**config.mk**
```make
export PLATFORM = sky130hd
export DESIGN_NAME = bram_s9_port_arbiter
export DESIGN_NICKNAME = d
export VERILOG_FILES = /design/src/rtl/bram_arb_pkg.sv /design/src/rtl/bram_s9_port_arbiter_rr_arb2.sv /design/src/rtl/bram_s9_port_arbiter.sv
export SDC_FILE = /design/constraint.sdc
export NUM_CORES = 1
export LEC_CHECK = 0
export ABC_CLOCK_PERIOD_IN_PS = 3260
export BUFFER_PORTS_ARGS = -buffer_cell sky130_fd_sc_hd__buf_4
export CAP_MARGIN = 20
export CORE_MARGIN = 1
export CORE_UTILIZATION = 30
export CTS_BUF_LIST = sky130_fd_sc_hd__clkbuf_4 sky130_fd_sc_hd__clkbuf_8
export DETAILED_ROUTE_END_ITERATION = 10
export PLACE_DENSITY = 0.63
export SLEW_MARGIN = 20
export SYNTH_ARGS = -nofsm -noshare
export SYNTH_HDL_FRONTEND = slang
export SYNTH_SLANG_ARGS = --single-unit
```
**constraint.sdc**
```tcl
create_clock -name clk -period 3.26 [get_ports clk]
set_clock_uncertainty 0.15 [all_clocks]
set_input_delay 0.652 -clock clk [delete_from_list [all_inputs] [get_ports clk]]
set_output_delay 0.652 -clock clk [all_outputs]
set_load 0.01 [all_outputs]
```
**src/rtl/bram_arb_pkg.sv**
```systemverilog
// Shared types and constants for the block RAM port-A arbiter.
package bram_arb_pkg;

    // Width of one RAM word: 8 data bits plus 1 parity bit.
    localparam int DATA_W     = 9;
    localparam int DEF_ADDR_W = 11;

    typedef enum logic [1:0] {
        START,
        CLEAR,
        RUN
    } state_t;

endpackage

```
**src/rtl/bram_s9_port_arbiter_rr_arb2.sv**
```systemverilog
// Two-requester round-robin arbiter.
// The priority bit flips to the other requester after every grant, so
// contention produces strictly alternating grants.
module rr_arb2 (
    input  logic       clk,
    input  logic       rst_n,
    input  logic [1:0] req,
    output logic [1:0] gnt
);

    // 0 = requester 0 holds priority, 1 = requester 1 holds priority.
    logic prio;

    assign gnt[0] = req[0] & (~req[1] | ~prio);
    assign gnt[1] = req[1] & (~req[0] |  prio);

    // Hand priority to whichever requester did not win this cycle.
    always_ff @(posedge clk or negedge rst_n) begin
        if (!rst_n) begin
            prio <= 1'b0;
        end else if (gnt[0]) begin
            prio <= 1'b1;
        end else if (gnt[1]) begin
            prio <= 1'b0;
        end
    end

endmodule

```
**src/rtl/bram_s9_port_arbiter.sv**
```systemverilog
// Port-A sequencer for a 2K x 9 block RAM: clears the array after reset
// or on command, then shares the port between two requesters with a
// combinational grant and a fixed one-cycle read return.
module bram_s9_port_arbiter
    import bram_arb_pkg::*;
#(
    parameter int                ADDR_W         = DEF_ADDR_W,
    parameter bit                CLEAR_ON_RESET = 1'b1,
    parameter logic [DATA_W-1:0] CLEAR_VAL      = 9'h000
) (
    input  logic              clk,
    input  logic              rst_n,
    input  logic              clr,
    output logic              ready,

    input  logic              r0_req,
    input  logic              r0_we,
    input  logic [ADDR_W-1:0] r0_addr,
    input  logic [DATA_W-1:0] r0_wdata,
    output logic              r0_gnt,
    output logic              r0_rvalid,

    input  logic              r1_req,
    input  logic              r1_we,
    input  logic [ADDR_W-1:0] r1_addr,
    input  logic [DATA_W-1:0] r1_wdata,
    output logic              r1_gnt,
    output logic              r1_rvalid,

    output logic [DATA_W-1:0] rdata,

    output logic              ram_en,
    output logic              ram_we,
    output logic              ram_ssr,
    output logic [ADDR_W-1:0] ram_addr,
    output logic [7:0]        ram_di,
    output logic              ram_dip,
    input  logic [7:0]        ram_do,
    input  logic              ram_dop
);

    localparam logic [ADDR_W-1:0] CNT_LAST = '1;
    localparam logic [ADDR_W-1:0] CNT_ONE  = {{(ADDR_W-1){1'b0}}, 1'b1};

    state_t            state, state_nxt;
    logic [ADDR_W-1:0] cnt, cnt_nxt;
    logic [1:0]        req, gnt;
    logic [1:0]        rd_pend;
    logic [DATA_W-1:0] wword;

    // Requests only reach the arbiter in RUN, so neither grants nor the
    // priority pointer move while the array is being cleared.
    assign req = {r1_req, r0_req} & {2{state == RUN}};

    rr_arb2 u_arb (
        .clk   (clk),
        .rst_n (rst_n),
        .req   (req),
        .gnt   (gnt)
    );

    assign r0_gnt    = gnt[0];
    assign r1_gnt    = gnt[1];
    assign r0_rvalid = rd_pend[0];
    assign r1_rvalid = rd_pend[1];
    assign rdata     = {ram_dop, ram_do};
    assign ready     = (state == RUN);
    assign ram_ssr   = 1'b0;
    assign ram_di    = wword[7:0];
    assign ram_dip   = wword[8];

    // State and sweep counter registers.
    always_ff @(posedge clk or negedge rst_n) begin
        if (!rst_n) begin
            state <= START;
            cnt   <= '0;
        end else begin
            state <= state_nxt;
            cnt   <= cnt_nxt;
        end
    end

    // Next state: one START cycle, optional clear sweep, then RUN until clr.
    always_comb begin
        state_nxt = state;
        cnt_nxt   = cnt;
        case (state)
            START: begin
                state_nxt = CLEAR_ON_RESET ? CLEAR : RUN;
                cnt_nxt   = '0;
            end
            CLEAR: begin
                if (clr) begin
                    cnt_nxt = '0;
                end else if (cnt == CNT_LAST) begin
                    state_nxt = RUN;
                    cnt_nxt   = '0;
                end else begin
                    cnt_nxt = cnt + CNT_ONE;
                end
            end
            RUN: begin
                if (clr) begin
                    state_nxt = CLEAR;
                    cnt_nxt   = '0;
                end
            end
            default: begin
                state_nxt = START;
                cnt_nxt   = '0;
            end
        endcase
    end

    // Port-A mux: the sweep owns the port in CLEAR, otherwise the winner does.
    always_comb begin
        ram_en   = 1'b0;
        ram_we   = 1'b0;
        ram_addr = '0;
        wword    = '0;
        if (state == CLEAR) begin
            ram_en   = 1'b1;
            ram_we   = 1'b1;
            ram_addr = cnt;
            wword    = CLEAR_VAL;
        end else if (gnt[0]) begin
            ram_en   = 1'b1;
            ram_we   = r0_we;
            ram_addr = r0_addr;
            wword    = r0_wdata;
        end else if (gnt[1]) begin
            ram_en   = 1'b1;
            ram_we   = r1_we;
            ram_addr = r1_addr;
            wword    = r1_wdata;
        end
    end

    // A granted read marks its owner so RVALID lines up with the RAM output.
    always_ff @(posedge clk or negedge rst_n) begin
        if (!rst_n) begin
            rd_pend <= 2'b00;
        end else begin
            rd_pend <= {gnt[1] & ~r1_we, gnt[0] & ~r0_we};
        end
    end

endmodule

```
==> results.yml <==
detailed_routing:
  dr.pass1.iters: 6
  drtIter0Drc: 77
  wl_per_cell_um: 15.1
  drcViolationCount: 0
  routed_wl_um: 3750
  vias: 1383
  ant_nets: 0
  avgViaCountPerCell: 5.58
clock_tree:
  cts_hold_buf: 0
  htree_levels: 1
  clock_path_buffers: 2
  cts_resized: 0
  cts_tree: "done"
  clk_latency_ns: 0.25
  clkSinkCount: 16
  cts_inserted_buffers: 3
  cts.clk_slew.worst_paths_ns: 0.07
  post_cts_buffers: 0
  cts_root_buf: "clkbuf_8"
sta:
  post-route-period-util_pct: 87.1
  worst_pin_slew_ns: 0.916
  setup_viol: 0
  hold_viol_final: 0
  fin_setup_tns_ns: 0
  max_freq_mhz: 352
  relSlewSlack_pct: 38.7
  drv_slew: 0
  period_needed_ns: 2.84
  rsz0062_at_grt: "false"
power_and_ir_drop:
  leakagePower_nw: 0.954
  p_per_area_nw_per_um2: 263
  report.power.total_uw: 463
  ir_worst_vdd_mv: 0.119
global_route:
  grt_pass1_wl_um: 5820
  top_usage_layer: "met2"
  grt_pass1_vias: 1288
  overflow: 0
  met1_usage_pct: 17.7
  grtUsageMet3_pct: 3.65
  grt_max_degree: 22
  grtUsageMet2_pct: 33.9
  grt_usage_pct: 17.3
  antenna_found_initial: 0
die:
  io_pins: 93
  core_um2: 3770
  die_y_um: 65.6
  die_x_um: 65.6
  floorplan.die_area_um2: 4310
  start_util_pct: 32.2
  num_rows: 22
worst_setup_path:
  cp_data_required_time_ns: 2.46
  path_delay_family: "simple AND/OR/NAND/NOR gates"
  cp_data_arrival_time_ns: 2.04
  cp_max_fo: 21
  slowest_delay_ns: 0.63
  crit_buf_inv: 3
  cp-start-kind: "flop"
  crit_chain: "nand2b_1 -> inv_2 -> and3_1 -> a222oi_1 -> inv_1 -> buf_4"
  cp-end-kind: "output pin"
  slowest_stage: "and3_1"
  crit_type: "flop to output pin"
final_layout:
  nets: 258
  drive_above_1_share_pct: 42.5
  num_antenna_cells: 0
  areaGrowthSynthToFinish_pct: 45.2
yosys:
  synthFlopType: "dfrtp_1"
  synth_top_cells_by_area: "dfrtp_1, a222oi_1, a22o_1, buf_4, inv_1"
  synthArstFlopShare_pct: 100
  synth-edff-count: 0
  synth_area_um2: 1210
  yosysUniqueCellTypes: 41
  synth_fp_nets: 198
  syn_inst: 141
  yosysTopAreaCellShare_pct: 33.0
  synth_common_cells: "dfrtp_1, inv_1, a222oi_1"
  avgSynthCellArea_um2: 8.62
  yosysWarnings: 0
  synth-seq-area-share_pct: 33.0
  yosys_register_bits: 16
  yosys.area.top_type: "dfrtp_1"
  yosysMostFrequentCell: "dfrtp_1"
place:
  hpwlAfterDp_um: 2890
  io_buffers: 73
  place.gp.congestion: 0.747
status:
  status: "finished, final reports clean"
worst_hold_path:
  hp-class: "input pin to async pin"
job:
  timing.max_cap.violations: 0
-- stage by stage --
step	area [um2]	worst slack, ns	util (%)	hold slack (ns)	instances
3_3_place_gp	1710	0.560	45.3	0.331	244
4_1_cts	1760	0.425	46.8	0.114	248
5_1_grt	1760	0.255	46.8	0.118	248
2_1_floorplan	1210	0.923	-	0.206	141
6_report	1760	0.419	46.8	0.104	248
3_5_place_dp	1710	0.462	45.3	0.351	244
-- power breakdown --
part	internal, mW	switching [mW]
registers	0.202	0.00527
logic	0.0470	0.0280
clock network	0.107	0.0737
-- area by class of cell --
class / instances / area (um2)
multi-input combinational: 91 / 633
timing repair buffer: 75 / 563
clock buffer: 4 / 55.1
inverter: 14 / 52.6
tap: 48 / 60.1
fill: 365 / 2010
sequential: 16 / 400
-- kinds of logic (layout without fill, tap and decap cells) --
logic type | after synthesis | count (layout) | synth area share (%)
AOI/OAI and AO/OA | 46 | 46 | 30.0
muxes | 1 | 1 | 0.927
and+or+nand+nor | 42 | 42 | 19.9
DFF | 16 | 16 | 33.0
buffers and inverters | 34 | 93 | 14.9
adders and majority gates | 1 | 1 | 1.03
other | 1 | 1 | 0.309
-- final timing paths --
| check | from | endpoint | slack, ns | depth (start not counted) |
|---|---|---|---|---|
| setup / recovery | state[0] | ram_addr[10] | 0.42 | 6 |
| hold / removal | rst_n | cnt[2] | 0.10 | 1 |
| setup reg to reg | cnt[0] | cnt[5] | 1.19 | 5 |
| hold reg to reg | u_arb.prio | u_arb.prio | 0.36 | 1 |
| max in group asynchronous | rst_n | cnt[7] | 2.66 | 1 |
| min in group clk | u_arb.prio | u_arb.prio | 0.36 | 1 |
-- routing by layer --
| layer | routed length (um) | vias up |
|---|---|---|
| li1 | - | 647 |
| met1 | 1410 | 658 |
| met2 | 1930 | 74 |
| met3 | 369 | 4 |
| met4 | 35 | 0 |
| met5 | 0 | - |
-- registers in the layout, summed over array words and instances, names as in the netlist --
signal and cells:
cnt 11, rd_pend 2, state 2, u_arb.prio 1
-- worst register-to-register path, stage by stage, from the launching register on --
cell and delay [ns]:
dfrtp_1 0.44, ha_1 0.22, and3_1 0.39, a31oi_2 0.26, and3_1 0.25, a211o_1 0.26
-- cells in the final DEF (no fill, tap or decap), types with 4 or more instances in the layout --
cell type  synthesis  routed
a222oi_1          11      11
a22o_1            10      10
a31oi_1            4       4
and3_1             4       4
buf_4             10      75
clkbuf_8           0       4
dfrtp_1           16      16
inv_1             13      13
nand2_1            9       9
nand3_1            9       9
nor2_1             4       4
o21ai_0            6       6
No activity file was read; power rests on OpenSTA's default activity.
